## config.mk

```make
export PLATFORM = sky130hd
export DESIGN_NAME = td_rf_seq
export DESIGN_NICKNAME = d
export VERILOG_FILES = /design/src/rtl/td_rf_seq.sv
export SDC_FILE = /design/constraint.sdc
export NUM_CORES = 1
export LEC_CHECK = 0
export BUFFER_PORTS_ARGS = -buffer_cell sky130_fd_sc_hd__buf_4
export CORE_UTILIZATION = 58
export DETAILED_ROUTE_END_ITERATION = 8
export PLACE_DENSITY = 0.82
export SLEW_MARGIN = 20
export SYNTH_ARGS = -nofsm -noshare
export SYNTH_HDL_FRONTEND = slang
export SYNTH_SLANG_ARGS = --single-unit
```

## constraint.sdc

```tcl
create_clock -name clk -period 6.7 [get_ports clk]
set_clock_uncertainty 0.2 [all_clocks]
set_input_delay 0.67 -clock clk [delete_from_list [all_inputs] [get_ports clk]]
set_output_delay 0.67 -clock clk [all_outputs]
set_load 0.005 [all_outputs]
```

## src/rtl/td_rf_seq.sv

```systemverilog
// rtl/td_rf_seq.sv - command sequencer driving the time-domain register file strobes
module td_rf_seq #(
    parameter int PW_W   = 8,
    parameter int SETUP  = 1,
    parameter int HOLD   = 1,
    parameter int RD_MAX = 255,
    parameter int CNT_W  = 8
) (
    input  logic             clk,
    input  logic             rst,
    input  logic             cmd_valid,
    output logic             cmd_ready,
    input  logic [1:0]       cmd_op,
    input  logic [2:0]       cmd_waddr,
    input  logic [2:0]       cmd_ra,
    input  logic [2:0]       cmd_rb,
    input  logic [PW_W-1:0]  cmd_pw,
    output logic             we,
    output logic             fb,
    output logic             re,
    output logic             w0,
    output logic             w1,
    output logic             w2,
    output logic             ra0,
    output logic             ra1,
    output logic             ra2,
    output logic             rb0,
    output logic             rb1,
    output logic             rb2,
    output logic             rf_rstb,
    input  logic             a,
    input  logic             b,
    output logic             done,
    output logic             rsp_valid,
    output logic [CNT_W-1:0] a_cnt,
    output logic [CNT_W-1:0] b_cnt,
    output logic             a_hit,
    output logic             b_hit
);

    localparam logic [1:0] OP_WRITE    = 2'b00;
    localparam logic [1:0] OP_WRITE_FB = 2'b01;
    localparam logic [1:0] OP_READ     = 2'b10;
    localparam logic [1:0] OP_CLEAR    = 2'b11;

    // One shared phase counter serves SETUP, PULSE, READ, HOLD and CLEAR,
    // so it must be wide enough for the largest of them.
    localparam int SETUP_W = $clog2(SETUP + 1);
    localparam int HOLD_W  = $clog2(HOLD + 1);
    localparam int CW_A    = (PW_W > CNT_W) ? PW_W : CNT_W;
    localparam int CW_B    = (SETUP_W > HOLD_W) ? SETUP_W : HOLD_W;
    localparam int CW_C    = (CW_A > CW_B) ? CW_A : CW_B;
    localparam int CW      = (CW_C > 2) ? CW_C : 2;

    typedef enum logic [2:0] {
        S_IDLE,
        S_SETUP,
        S_PULSE,
        S_HOLD,
        S_READ,
        S_CLEAR
    } state_t;

    state_t          state;
    state_t          state_n;
    logic [CW-1:0]   cnt;
    logic [CW-1:0]   cnt_n;

    logic [1:0]      op_q;
    logic [PW_W-1:0] pw_q;
    logic [2:0]      waddr_q;
    logic [2:0]      ra_q;
    logic [2:0]      rb_q;

    logic            a_s1;
    logic            a_s2;
    logic            b_s1;
    logic            b_s2;

    logic            accept;
    logic            setup_last;
    logic            pulse_last;
    logic            hold_last;
    logic            clear_last;
    logic            rd_timeout;
    logic            rd_both;

    logic            cmd_ready_d;
    logic            we_d;
    logic            fb_d;
    logic            re_d;
    logic            done_d;
    logic            rsp_valid_d;
    logic            rf_rstb_d;

    assign accept     = cmd_valid & cmd_ready;
    assign setup_last = (cnt == CW'(SETUP - 1));
    // A zero pulse width is stretched to a single cycle.
    assign pulse_last = (pw_q == '0) || (cnt == CW'(pw_q - PW_W'(1)));
    assign hold_last  = (cnt == CW'(HOLD - 1));
    // CLEAR spends two cycles with rf_rstb low and a third signalling done.
    assign clear_last = (cnt == CW'(2));
    assign rd_timeout = (cnt == CW'(RD_MAX - 1));
    // Counts a hit landing this very cycle, so READ ends without an idle cycle.
    assign rd_both    = (a_hit | a_s2) & (b_hit | b_s2);

    // State register and shared phase counter
    always_ff @(posedge clk) begin
        if (rst) begin
            state <= S_IDLE;
            cnt   <= '0;
        end else begin
            state <= state_n;
            cnt   <= cnt_n;
        end
    end

    // Next-state and phase-counter logic
    always_comb begin
        state_n = state;
        case (state)
            S_IDLE:  if (accept) state_n = (cmd_op == OP_CLEAR) ? S_CLEAR : S_SETUP;
            S_SETUP: if (setup_last) state_n = (op_q == OP_READ) ? S_READ : S_PULSE;
            S_PULSE: if (pulse_last) state_n = S_HOLD;
            S_READ:  if (rd_both || rd_timeout) state_n = S_HOLD;
            S_HOLD:  if (hold_last) state_n = S_IDLE;
            S_CLEAR: if (clear_last) state_n = S_IDLE;
            default: state_n = S_IDLE;
        endcase
        cnt_n = ((state_n != state) || (state == S_IDLE)) ? '0 : cnt + CW'(1);
    end

    // Output decode from the upcoming state so every strobe leaves a flop
    always_comb begin
        cmd_ready_d = (state_n == S_IDLE);
        we_d        = (state_n == S_PULSE) && (op_q == OP_WRITE);
        fb_d        = (state_n == S_PULSE) && (op_q == OP_WRITE_FB);
        re_d        = (state_n == S_READ);
        done_d      = ((state_n == S_HOLD) && (cnt_n == CW'(HOLD - 1)))
                   || ((state_n == S_CLEAR) && (cnt_n == CW'(2)));
        rsp_valid_d = (state == S_READ) && (state_n == S_HOLD);
        rf_rstb_d   = !((state_n == S_CLEAR) && (cnt_n < CW'(2)));
    end

    // Registered strobes; reset drops them and holds the register file in reset
    always_ff @(posedge clk) begin
        if (rst) begin
            cmd_ready <= 1'b0;
            we        <= 1'b0;
            fb        <= 1'b0;
            re        <= 1'b0;
            done      <= 1'b0;
            rsp_valid <= 1'b0;
            rf_rstb   <= 1'b0;
        end else begin
            cmd_ready <= cmd_ready_d;
            we        <= we_d;
            fb        <= fb_d;
            re        <= re_d;
            done      <= done_d;
            rsp_valid <= rsp_valid_d;
            rf_rstb   <= rf_rstb_d;
        end
    end

    // Operand capture at accept; addresses stay put until the next command of their kind
    always_ff @(posedge clk) begin
        if (rst) begin
            op_q    <= OP_WRITE;
            pw_q    <= '0;
            waddr_q <= '0;
            ra_q    <= '0;
            rb_q    <= '0;
        end else if (accept) begin
            op_q <= cmd_op;
            pw_q <= cmd_pw;
            if ((cmd_op == OP_WRITE) || (cmd_op == OP_WRITE_FB)) begin
                waddr_q <= cmd_waddr;
            end
            if (cmd_op == OP_READ) begin
                ra_q <= cmd_ra;
                rb_q <= cmd_rb;
            end
        end
    end

    // Two-flop synchronizers, flushed outside READ so a level already high
    // at window start is reported after the two-cycle fill
    always_ff @(posedge clk) begin
        if (rst || (state != S_READ)) begin
            a_s1 <= 1'b0;
            a_s2 <= 1'b0;
            b_s1 <= 1'b0;
            b_s2 <= 1'b0;
        end else begin
            a_s1 <= a;
            a_s2 <= a_s1;
            b_s1 <= b;
            b_s2 <= b_s1;
        end
    end

    // Arrival capture: first synchronized high latches the window counter
    always_ff @(posedge clk) begin
        if (rst) begin
            a_cnt <= '0;
            b_cnt <= '0;
            a_hit <= 1'b0;
            b_hit <= 1'b0;
        end else if (accept && (cmd_op == OP_READ)) begin
            a_hit <= 1'b0;
            b_hit <= 1'b0;
        end else if (state == S_READ) begin
            if (a_s2 && !a_hit) begin
                a_cnt <= CNT_W'(cnt);
                a_hit <= 1'b1;
            end else if (rd_timeout && !a_hit) begin
                a_cnt <= CNT_W'(RD_MAX);
            end
            if (b_s2 && !b_hit) begin
                b_cnt <= CNT_W'(cnt);
                b_hit <= 1'b1;
            end else if (rd_timeout && !b_hit) begin
                b_cnt <= CNT_W'(RD_MAX);
            end
        end
    end

    assign w0  = waddr_q[0];
    assign w1  = waddr_q[1];
    assign w2  = waddr_q[2];
    assign ra0 = ra_q[0];
    assign ra1 = ra_q[1];
    assign ra2 = ra_q[2];
    assign rb0 = rb_q[0];
    assign rb1 = rb_q[1];
    assign rb2 = rb_q[2];

endmodule

```

Word level (Yosys, flattened, before mapping)
Index checks and enable logic that the tools add are counted.
{"block": "op_classes", "n_reduce_logical": 36, "bitwise_logic": 5, "mux": 14, "n_addsub": 2, "n_eq_ne": 20, "mul": 0, "magnitude_cmp": 1, "div_mod_pow": 0, "n_shift": 0}
{"operator": "8-bit 2-to-1 mux", "count": 5}
{"operator": "8-bit logical NOT", "count": 3}
{"operator": "3-bit 2-to-1 mux", "count": 8}
{"operator": "3-bit one-hot mux with 6 select lines", "count": 1}
{"operator": "8-bit by 2-bit equality test with 1-bit output, second input constant", "count": 2}
{"operator": "3-bit by 2-bit equality test with 1-bit output, second input constant", "count": 4}
{"operator": "3-bit equality test, second input constant", "count": 4}
{"operator": "1-bit logical AND", "count": 11}
{"operator": "8-bit by 1-bit adder with 8-bit output, second input constant", "count": 1}
{"operator": "8-bit equality test", "count": 1}
{"operator": "8-bit equality test, second input constant", "count": 1}
{"operator": "8-bit by 2-bit less-than comparator with 1-bit output, second input constant", "count": 1}
{"operator": "2-bit AND reduction", "count": 4}
{"operator": "8-bit by 1-bit subtractor with 8-bit output, second input constant", "count": 1}
{"operator": "2-bit equality test, second input constant", "count": 3}
{"operator": "3-bit logical NOT", "count": 2}
{"operator": "1-bit logical OR", "count": 6}
{"operator": "3-bit AND reduction", "count": 2}
{"operator": "2-bit by 1-bit equality test with 1-bit output, second input constant", "count": 2}
{"operator": "2-bit logical NOT", "count": 2}
{"operator": "2-bit nonzero test", "count": 2}
{"operator": "3-bit by 1-bit equality test with 1-bit output, second input constant", "count": 1}
{"operator": "1-bit logical NOT", "count": 3}
{"operator": "3-bit inequality test", "count": 1}
{"operator": "other kinds (5)", "count": 7}
{"block": "totals", "mem_bits_ro": 0, "mem_count": 0, "input_bits": 24, "wordCells": 100, "mem_bits_rw": 0, "ff_bits": 59, "out_inout_bits": 34, "latch_bits": 0}

Depth between registers and ports, before layout
Gate-level depths: netlist (run 1).
{"block": "depth", "depth_word": 11, "depth_mapped": 10, "depth_no_buf": 10}

Least setup slack after synthesis (run 1)
No wires, ideal clock.
{"block": "synth_path", "path_type": "flip-flop to flip-flop", "from": "register pw_q[2]", "to": "register rf_rstb", "t_arrival_ns": 1.894, "required_ns": 6.368, "setup_ns": 0.132, "slack_ns": 4.474, "path_stages_with_launch": 7, "period_less_slack_ns": 2.226, "n_path_buf": 0, "cell_sequence": "dfxtp_1 -> or4_4 -> or4_4 -> nand3_2 -> a2bb2oi_2 -> o211ai_4 -> o22ai_2"}
{"block": "synth_via", "elab_chain_cells": 11, "word_cells_on_any_way": 13}
{"element": "from (decl)", "line_no": "70", "source": "logic [PW_W-1:0] pw_q;"}
{"element": "from (signal assigned)", "line_no": "176", "source": "pw_q <= cmd_pw;"}
{"element": "8-bit by 1-bit subtractor with 8-bit output", "line_no": "99", "source": "assign pulse_last = (pw_q == '0) || (cnt == CW'(pw_q - PW_W'(1)));"}
{"element": "8-bit equality test", "line_no": "99"}
{"element": "1-bit logical OR *", "line_no": "99"}
{"element": "3-bit 2-to-1 mux *", "line_no": "124", "source": "S_PULSE: if (pulse_last) state_n = S_HOLD;"}
{"element": "3-bit one-hot mux with 6 select lines *", "line_no": "121", "source": "case (state)"}
{"element": "3-bit inequality test", "line_no": "130", "source": "cnt_n = ((state_n != state) || (state == S_IDLE)) ? '0 : cnt + CW'(1);"}
{"element": "1-bit logical OR", "line_no": "130"}
{"element": "8-bit 2-to-1 mux", "line_no": "130"}
{"element": "8-bit by 2-bit less-than comparator with 1-bit output", "line_no": "142", "source": "rf_rstb_d = !((state_n == S_CLEAR) && (cnt_n < CW'(2)));"}
{"element": "1-bit logical AND *", "line_no": "142"}
{"element": "1-bit logical NOT *", "line_no": "142"}
{"element": "to (signal assigned)", "line_no": "162", "source": "rf_rstb <= rf_rstb_d;"}
{"element": "to (decl)", "line_no": "30", "source": "output logic rf_rstb,"}
Every way passes the cells marked *; elsewhere a longest branch is shown, timed or not.
A chain may end at the register's enable or synchronous reset.

Worst setup path after layout (run 1)
{"block": "layout_path", "from": "register cnt[0]", "to": "register cmd_ready"}
{"block": "layout_via", "elab_chain_cells": 5, "word_cells_on_any_way": 13}
{"element": "from (decl)", "line_no": "66", "source": "logic [CW-1:0] cnt;"}
{"element": "from (signal assigned)", "line_no": "114", "source": "cnt <= cnt_n;"}
{"element": "8-bit equality test (on tied branches)", "line_no": "103, 99"}
{"element": "1-bit logical OR (on tied branches)", "line_no": "125, 99"}
{"element": "3-bit 2-to-1 mux (on tied branches)", "line_no": "125, 124"}
{"element": "3-bit one-hot mux with 6 select lines *", "line_no": "121"}
{"element": "3-bit logical NOT *", "line_no": "135", "source": "cmd_ready_d = (state_n == S_IDLE);"}
{"element": "to (signal assigned)", "line_no": "156", "source": "cmd_ready <= cmd_ready_d;"}
{"element": "to (decl)", "line_no": "12", "source": "output logic cmd_ready,"}
Marks and branches as above.

==> results.md, run 1 <==
- The flow ran to the end, but the final reports show violations.
- The cell taking the most area after synthesis is sky130_fd_sc_hd__dfxtp_1.
- At the pin with the least slew margin, the transition time is 0.620 ns.
- The checks that failed: design-rule violations.
- The number of flops mapped to enable cells by yosys is 0.
- After the first detailed-routing iteration, the DRC count stood at 160.
- The combinational family with the most area after synthesis is simple AND/OR/NAND/NOR gates.
- The final HPWL from detailed placement is 4.21 mm.
- Clock latency on the worst-skew pair, taken at its later pin, is 0.34 ns.
- The number of antenna violations at the first check in global routing is 0.
- The XOR/XNOR share of the synthesized area is 6.03%.
- The final-report hold violation count is 0.
- The startpoint class of the critical path is a flop.
- The achievable frequency is 0.390 GHz.
- The path depth of the worst reg2reg path is 8.
- The first-pass GRT wire length is 10.4 mm.
- The row count is 24.
- In this run the post-CTS setup repair buffer count came out at 0.
- For this design the ratio of total power to cell area is 278 nW/um^2.
- Among all stages on the critical path, the largest delay is contributed by sky130_fd_sc_hd__dfxtp_1.
- In this design, the stage delay of the slowest critical-path cell is 0.40 ns.
- In the synthesized netlist, the cells that appear most often are sky130_fd_sc_hd__dfxtp_1 (59), sky130_fd_sc_hd__nand2_1 (46), sky130_fd_sc_hd__nor2_1 (31).
- Buffers placed on the I/O ports in this run total 57.
- The area growth from synthesis to layout is 22.4%.
- The number of hold buffers added after cts is 0.
- The count of endpoints failing setup in the final report is 0.
- The die is 71.0 um tall.
- The initial utilization of the core area, before any placement, comes to 61.6%.
- The critical path data arrival time is 2.60 ns.
- Global routing consumed, over all layers together, 26.5% of the routing resources.
- The summed negative setup slack over all endpoints is 0 ns.
- The most frequent cell after synthesis is sky130_fd_sc_hd__dfxtp_1.
- The post-detailed-route count of antenna-violating nets is 0.
- The post-route fraction of the period consumed by the critical path is 38.2%.
- The floorplan step defined a die boundary enclosing 5030 sq um.
- The cell repeated most along the worst path is sky130_fd_sc_hd__nor4b_1.
- The count of nets after finishing is 406.
- The end point of the worst hold path is ra_q[2].
- Yosys printed 0 warnings.
- After detailed routing, the number of vias per cell comes to 5.79.
- The clock tree root driver cell is sky130_fd_sc_hd__clkbuf_8.
- The setup path with the least slack is of type flop to flop.
- The repair_antennas step left the layout with diodes totalling 0.
- The routability congestion estimate is 0.902.
- The clock transition at the registers of the reported paths is 0.06 ns.
- Summing the areas of all compound-gate instances in the mapped netlist gives 16.9% of the synthesized area.
- Max-cap violations in this run came to 0.
- The highest net fanout along the worst path is 8.
- The async set or reset register ratio after synthesis is 0%.
- The core region is 4470 sq um.
- For this run, design rule violations remaining after detail routing come to 2.
- The maximum number of pins on one net before global-route repair is 46.
- The number of global-route vias before repair came to 2,282.
- Gates resized during post-CTS repair numbered 0.
- The register bit count reported by yosys is 59.
- The TritonCTS clock tree is done.
- The total power draw is 0.939 mW.
- IR analysis of the VDD net gives a maximum drop of 0.177 mV.
- The number of nets in the synthesized netlist is 356.
- In this run the static leakage power is 1.36 nW.
- In the synthesized netlist, mux cells make up 1.09% of the area.
- The max-slew violation count is 0.
- The class of the worst hold path is flop to flop.
- The worst register-to-register path begins at cnt[0].
- The placed standard-cell area is 3180 sq um.
- In the final layout, the share of cells above drive strength 1 is 22.9%.
- The fraction of post-synthesis cell area in the top cell type by area is 42.8%.
- Setup repair after global routing left no endpoint under its margin.
- Summed over all layers, the routed wires come to 6.27 mm.
- The post-synthesis instance area is 2760 sq um.
- The number of distinct library cells after synthesis is 51.
- The detailed router placed 2,502 vias in this run.
- The layout has 376 filler cells.
- Summing the areas of all fa, ha and maj instances in the mapped netlist gives 2.27% of the synthesized area.
- The count of cells along the worst hold path is 2.
- The first TritonRoute pass finished after 9 iterations.
- The summed area of non-filler cells in the final layout is 3380 sq um.
- In this run the critical register-to-register path is captured at cmd_ready.
- The synthesized netlist cell count is 327.
- The clock tree synthesis step divided the H-tree into 3 levels.
- The routed design could run at a clock period as short as 2.56 ns.
- The aggregate global routing overflow is 0.
- The worst slew margin relative to its limit is 58.5%.
- The synthesized area per cell is 8.43 sq um.
- In this run the register-to-register setup slack is 4.14 ns.
- The most common flop cell mapped by yosys is sky130_fd_sc_hd__dfxtp_1.
- The critical path required time is 6.73 ns.
- The number of buffers created by CTS is 9.
- After detailed routing, the average wire length per cell comes to 14.5 um.
- Clock tree synthesis found a total of 59 sinks.
- The number of ports placed on the die boundary is 58.
- In this run the deepest clock path goes through 2 buffers.
- Of the total synthesized cell area, the portion taken by AND, OR, NAND and NOR gates is 26.3%.
- The worst setup path is captured at a flop.
- The chip width is 71.0 um.
- The critical path goes through inv_1 > ha_1 > nor4b_1 > nand2_1 > nand3_1 > a21oi_1 > a221oi_1 > nor4b_1.
- Yosys attributes the largest share of cell area to sky130_fd_sc_hd__dfxtp_1 (43%), sky130_fd_sc_hd__nand2_1 (6.3%), sky130_fd_sc_hd__a21oi_1 (5.3%).
- Sequential elements use 42.8% of the synthesized area.
- The launch point of the worst hold path is ra_q[2].
## where the power goes
group / switching, mW / internal, mW
clock network: 0.132 / 0.197
registers: 0.0364 / 0.375
logic: 0.109 / 0.0890
## cell usage in the layout, fill, tap and decap left out, drive strengths merged, types with 5 or more instances in the layout
cell / n
a311oi: 8
xor2: 9
dfxtp: 59
nand2: 46
inv: 14
and3: 6
o21ai: 9
o22ai: 10
clkbuf: 12
nor2b: 12
nor3: 7
nor2: 33
ha: 5
a21oi: 29
xnor2: 10
buf: 57
nand3: 8
## metrics by stage
step                setup WS [ns]  hold slack [ns]  instances  util [%]
floorplan                    4.47            0.237        327         -
global placement             4.24            0.240        418      71.0
detailed placement           4.16            0.246        418      71.0
CTS                          4.15            0.257        432      75.4
global route                 3.79            0.286        432      75.4
finish                       4.14            0.257        432      75.4
## worst max-delay path by stage
stage | from | endpoint | slack, ns | depth (start not counted)
detailed placement | state[2] | b_cnt[0] | 4.16 | 6
CTS | state[2] | b_cnt[0] | 4.15 | 6
global placement | cmd_op[1] | b_cnt[4] | 4.24 | 7
finish | cnt[0] | cmd_ready | 4.14 | 8
floorplan | pw_q[2] | rf_rstb | 4.47 | 6
global route | state[2] | b_cnt[6] | 3.79 | 6
## kinds of logic after synthesis
| logic type | count (synthesis) |
|---|---|
| AND/OR/NAND/NOR | 140 |
| AO/OA/AOI/OAI | 69 |
| flip-flops | 59 |
| buffers and inverters | 32 |
| XOR/XNOR | 19 |
| adder cells (fa/ha/maj) | 5 |
| multiplexers | 3 |
## sequential cells by signal (all words and copies together) (netlist names), 2 cells and up
register / flops
cnt: 8
waddr_q: 3
pw_q: 8
op_q: 2
rb_q: 3
a_cnt: 8
b_cnt: 8
ra_q: 3
state: 3
## per-layer routing
| metal | global-route usage [%] | share of wire (%) |
|---|---|---|
| met1 | 33.6 | 43 |
| met2 | 42.4 | 48 |
| met3 | 5.70 | 6.9 |
| met4 | 14.7 | 1.7 |
| met5 | 0 | 0 |
## layout make-up
type / count / area, sq um / area share, %
well taps: 52 / 65.1 / 1.93
clock inverters: 2 / 35.0 / 1.04
clock buffers: 12 / 165 / 4.89
flip-flops and latches: 59 / 1180 / 35.0
repair buffers: 57 / 428 / 12.7
multi-input cells: 236 / 1450 / 42.9
inverters: 14 / 52.6 / 1.56
## critical path: cells and delay by family (launching register included)
family | cells | cell delay [ns]
compound gates | 2 | 0.52
fa+ha+maj | 1 | 0.18
buf+inv | 1 | 0.17
flops | 1 | 0.40
simple gates | 4 | 0.99
Note: power is estimated with default switching activity, not from simulation.
==> run 2, diff against run 1 <==
--- a/config.mk
+++ b/config.mk
@@ -6,9 +6,9 @@
 export NUM_CORES = 1
 export LEC_CHECK = 0
 export BUFFER_PORTS_ARGS = -buffer_cell sky130_fd_sc_hd__buf_4
-export CORE_UTILIZATION = 58
+export CORE_UTILIZATION = 54
 export DETAILED_ROUTE_END_ITERATION = 8
-export PLACE_DENSITY = 0.82
+export PLACE_DENSITY = 0.77
 export SLEW_MARGIN = 20
 export SYNTH_ARGS = -nofsm -noshare
 export SYNTH_HDL_FRONTEND = slang
==> constraint.sdc (replaced) <==
create_clock -name clk -period 2.5 [get_ports clk]
set_clock_uncertainty 0.2 [all_clocks]
set_input_delay 0.25 -clock clk [delete_from_list [all_inputs] [get_ports clk]]
set_output_delay 0.25 -clock clk [all_outputs]
set_load 0.005 [all_outputs]
==> results.md, run 2 (synthesized netlist as in run 1, its figures left out) <==
- The number of antenna violations at the first check in global routing is 0.
- At the end of the flow the core is filled with cells to 78.2%.
- The max-slew violation count is 0.
- Net switching is 29.5% of the power.
- The count of nets after finishing is 441.
- The class of the worst hold path is input port to flop.
- Compared with the post-synthesis result, the final layout area differs by 36.7%.
- For this run, design rule violations remaining after detail routing come to 0.
- The end point of the worst hold path is op_q[1].
- The internal portion of total power is 1.93 mW.
- The number of global-route vias before repair came to 2,537.
- The clock transition at the registers of the reported paths is 0.07 ns.
- The summed negative setup slack over all endpoints is 0 ns.
- Setup violations remaining at the end of the flow were counted as 0.
- In this run the power spent charging and discharging nets is 0.808 mW.
- 0 antenna diodes ended up in the layout.
- The number of buffers created by CTS is 9.
- The launch point of the worst hold path is cmd_op[1].
- The post-CTS setup repair buffer count is 0.
- Once the floorplan was initialized, standard cells occupied 57.2% of the core.
- The critical path data arrival time is 2.40 ns.
- The filler cells instantiated in the layout total 350.
- The part of the total power dissipated in sequential elements is 38.4%.
- The worst setup path is launched from a flop.
- The library cell used most frequently in the layout, excluding fill and tap cells, is sky130_fd_sc_hd__buf_4.
- The first detailed-routing pass ran for 4 iterations.
- The critical path endpoint category is a flop.
- The clock tree root driver cell is sky130_fd_sc_hd__clkbuf_8.
- The analysis attributes to cell leakage a power of 1.54 nW.
- The total vias in the final route is 2,638.
- Dividing the detail-routed wire length by the instance count gives 14.3 um.
- The die outline area is 5400 sq um.
- The worst vdd rail ir drop is 0.547 mV.
- The total wirelength of the detailed-routed design is 6.94 mm.
- Across all register-to-register paths, the minimum setup slack is 0.12 ns.
- The number of max-cap violations is 0.
- The cell area power density is 727 nW/um^2.
- The die is 73.5 um tall.
- The longest clock path from root to sink contains 2 buffers.
- The final-report hold violation count is 0.
- In the routed layout, each cell is associated on average with a via count of 5.45.
- In this run the most used layer during global routing was met2.
- Derived from the worst setup path, the maximum achievable clock frequency is 0.419 GHz.
- The worst slew margin relative to its limit is 62.1%.
- The initial detailed-routing violation count is 115.
- The critical path required time is 2.51 ns.
- The aggregate global routing overflow is 0.
- The number of ports placed on the die boundary is 58.
- The H-tree was split into 3 levels.
- The first-pass GRT wire length is 11.4 mm.
- The maximum number of pins on one net before global-route repair is 46.
- Clock latency on the worst-skew pair, taken at its later pin, is 0.34 ns.
- The share of total power dissipated in combinational logic is 25.2%.
- In the layout the commonest cells are sky130_fd_sc_hd__buf_4 (72), sky130_fd_sc_hd__dfxtp_1 (59), sky130_fd_sc_hd__nand2_1 (45), sky130_fd_sc_hd__nor2_1 (31), sky130_fd_sc_hd__a21oi_1 (29).
- The TritonCTS clock tree is done.
- The startpoint identified for the worst register-to-register timing path is pw_q[2].
- Along the worst hold path, the cell count comes to 3.
- Per report_power, the clock group accounts for 36.4% of the total.
- The standard cell core area is 4820 sq um.
- In this run the remaining antenna-violating nets after routing total 0.
- The endpoint identified for the worst register-to-register timing path is rf_rstb.
- In this run the tool buffered the top-level ports with 57 buffer cells.
- The setup path with the least slack is of type flop to flop.
- In the global route stage, met1 resource usage came out at 33.6%.
- For this run, global-route usage on met2 was measured as 47.3%.
- The total routing usage reported by global routing is 28.1%.
- The highest net fanout along the worst path is 9.
- Detailed placement ended at an HPWL of 4.41 mm.
- Of the cells placed in the final design, the portion with a size suffix greater than 1 is 25.7%.
- The slew at the pin with the worst max-slew slack is 0.566 ns.
- Global routing used 7.82% of the available met3 tracks.
- The chip width is 73.5 um.
- The worst path uses 95.4% of the clock period.
- Clock tree synthesis found a total of 59 sinks.
- Row generation in the floorplan step produced 25 rows.
- Setup repair after global routing left no endpoint under its margin.
- The number of cells on the worst reg-to-reg path is 6.
- The congestion estimate from routability-driven global placement came to 0.887.
- For the finished layout, the period the worst path requires is 2.38 ns.
- The flow ran to the end, and the final reports show no timing, DRC or antenna violations.
-- run 2: power groups by stage --
stage / clock [mW] / combinational, mW / sequential (mW)
floorplan: 0 / 0.417 / 1.08
global placement: 0 / 0.620 / 1.07
detailed placement: 0 / 0.632 / 1.07
CTS: 1.01 / 0.660 / 1.05
global route: 1.05 / 0.760 / 1.06
finish: 0.998 / 0.690 / 1.05
-- run 2: through the flow --
step | hold slack [ns] | total power [mW] | cells | worst slack, ns | cell area (sq um)
2_1_floorplan | 0.186 | 1.49 | 327 | 0.274 | 2760
3_3_place_gp | 0.242 | 1.69 | 448 | 0.176 | 3310
3_5_place_dp | 0.247 | 1.70 | 448 | 0.0904 | 3310
4_1_cts | 0.00829 | 2.72 | 484 | 0.0752 | 3730
5_1_grt | 0.0259 | 2.87 | 484 | 0.00338 | 3770
6_report | 0.0320 | 2.74 | 484 | 0.116 | 3770
-- run 2: what timing repair did --
action / 4_1_cts / 5_1_grt
resized for setup: 0 / 5
setup endpoints to repair: 0 / 14
hold buffers: 20 / 0
endpoints found under the hold margin: 20 / 0
-- run 2: cell type report --
type,count,area (sq um),share of cell area [%]
inverters,14,52.6,1.39
repair buffers,92,741,19.7
multi-input cells,236,1480,39.3
well taps,67,83.8,2.22
flip-flops and latches,59,1180,31.3
clock buffers,12,155,4.12
clock inverters,4,72.6,1.93
-- run 2: critical path, cell delays in order, from the launching register on --
cell	delay [ns]
sky130_fd_sc_hd__dfxtp_1	0.37
sky130_fd_sc_hd__or4_4	0.58
sky130_fd_sc_hd__or4_4	0.49
sky130_fd_sc_hd__nand3_2	0.09
sky130_fd_sc_hd__a2bb2oi_2	0.09
sky130_fd_sc_hd__o211ai_4	0.31
sky130_fd_sc_hd__o22ai_2	0.13
-- run 2: per-layer routing --
metal,wire [um],up-vias
met5,0,-
met4,131,0
met3,324,13
met2,3490,71
met1,2990,1239
li1,-,1315
-- run 2: worst max path at each step --
stage,startpoint,endpoint,slack (ns),cells past startpoint
finish,pw_q[2],rf_rstb,0.12,6
global route,pw_q[1],rf_rstb,0.003,8
CTS,pw_q[1],rf_rstb,0.08,8
detailed placement,cnt[0],cmd_ready,0.09,8
global placement,pw_q[2],rf_rstb,0.18,6
floorplan,pw_q[2],rf_rstb,0.27,6
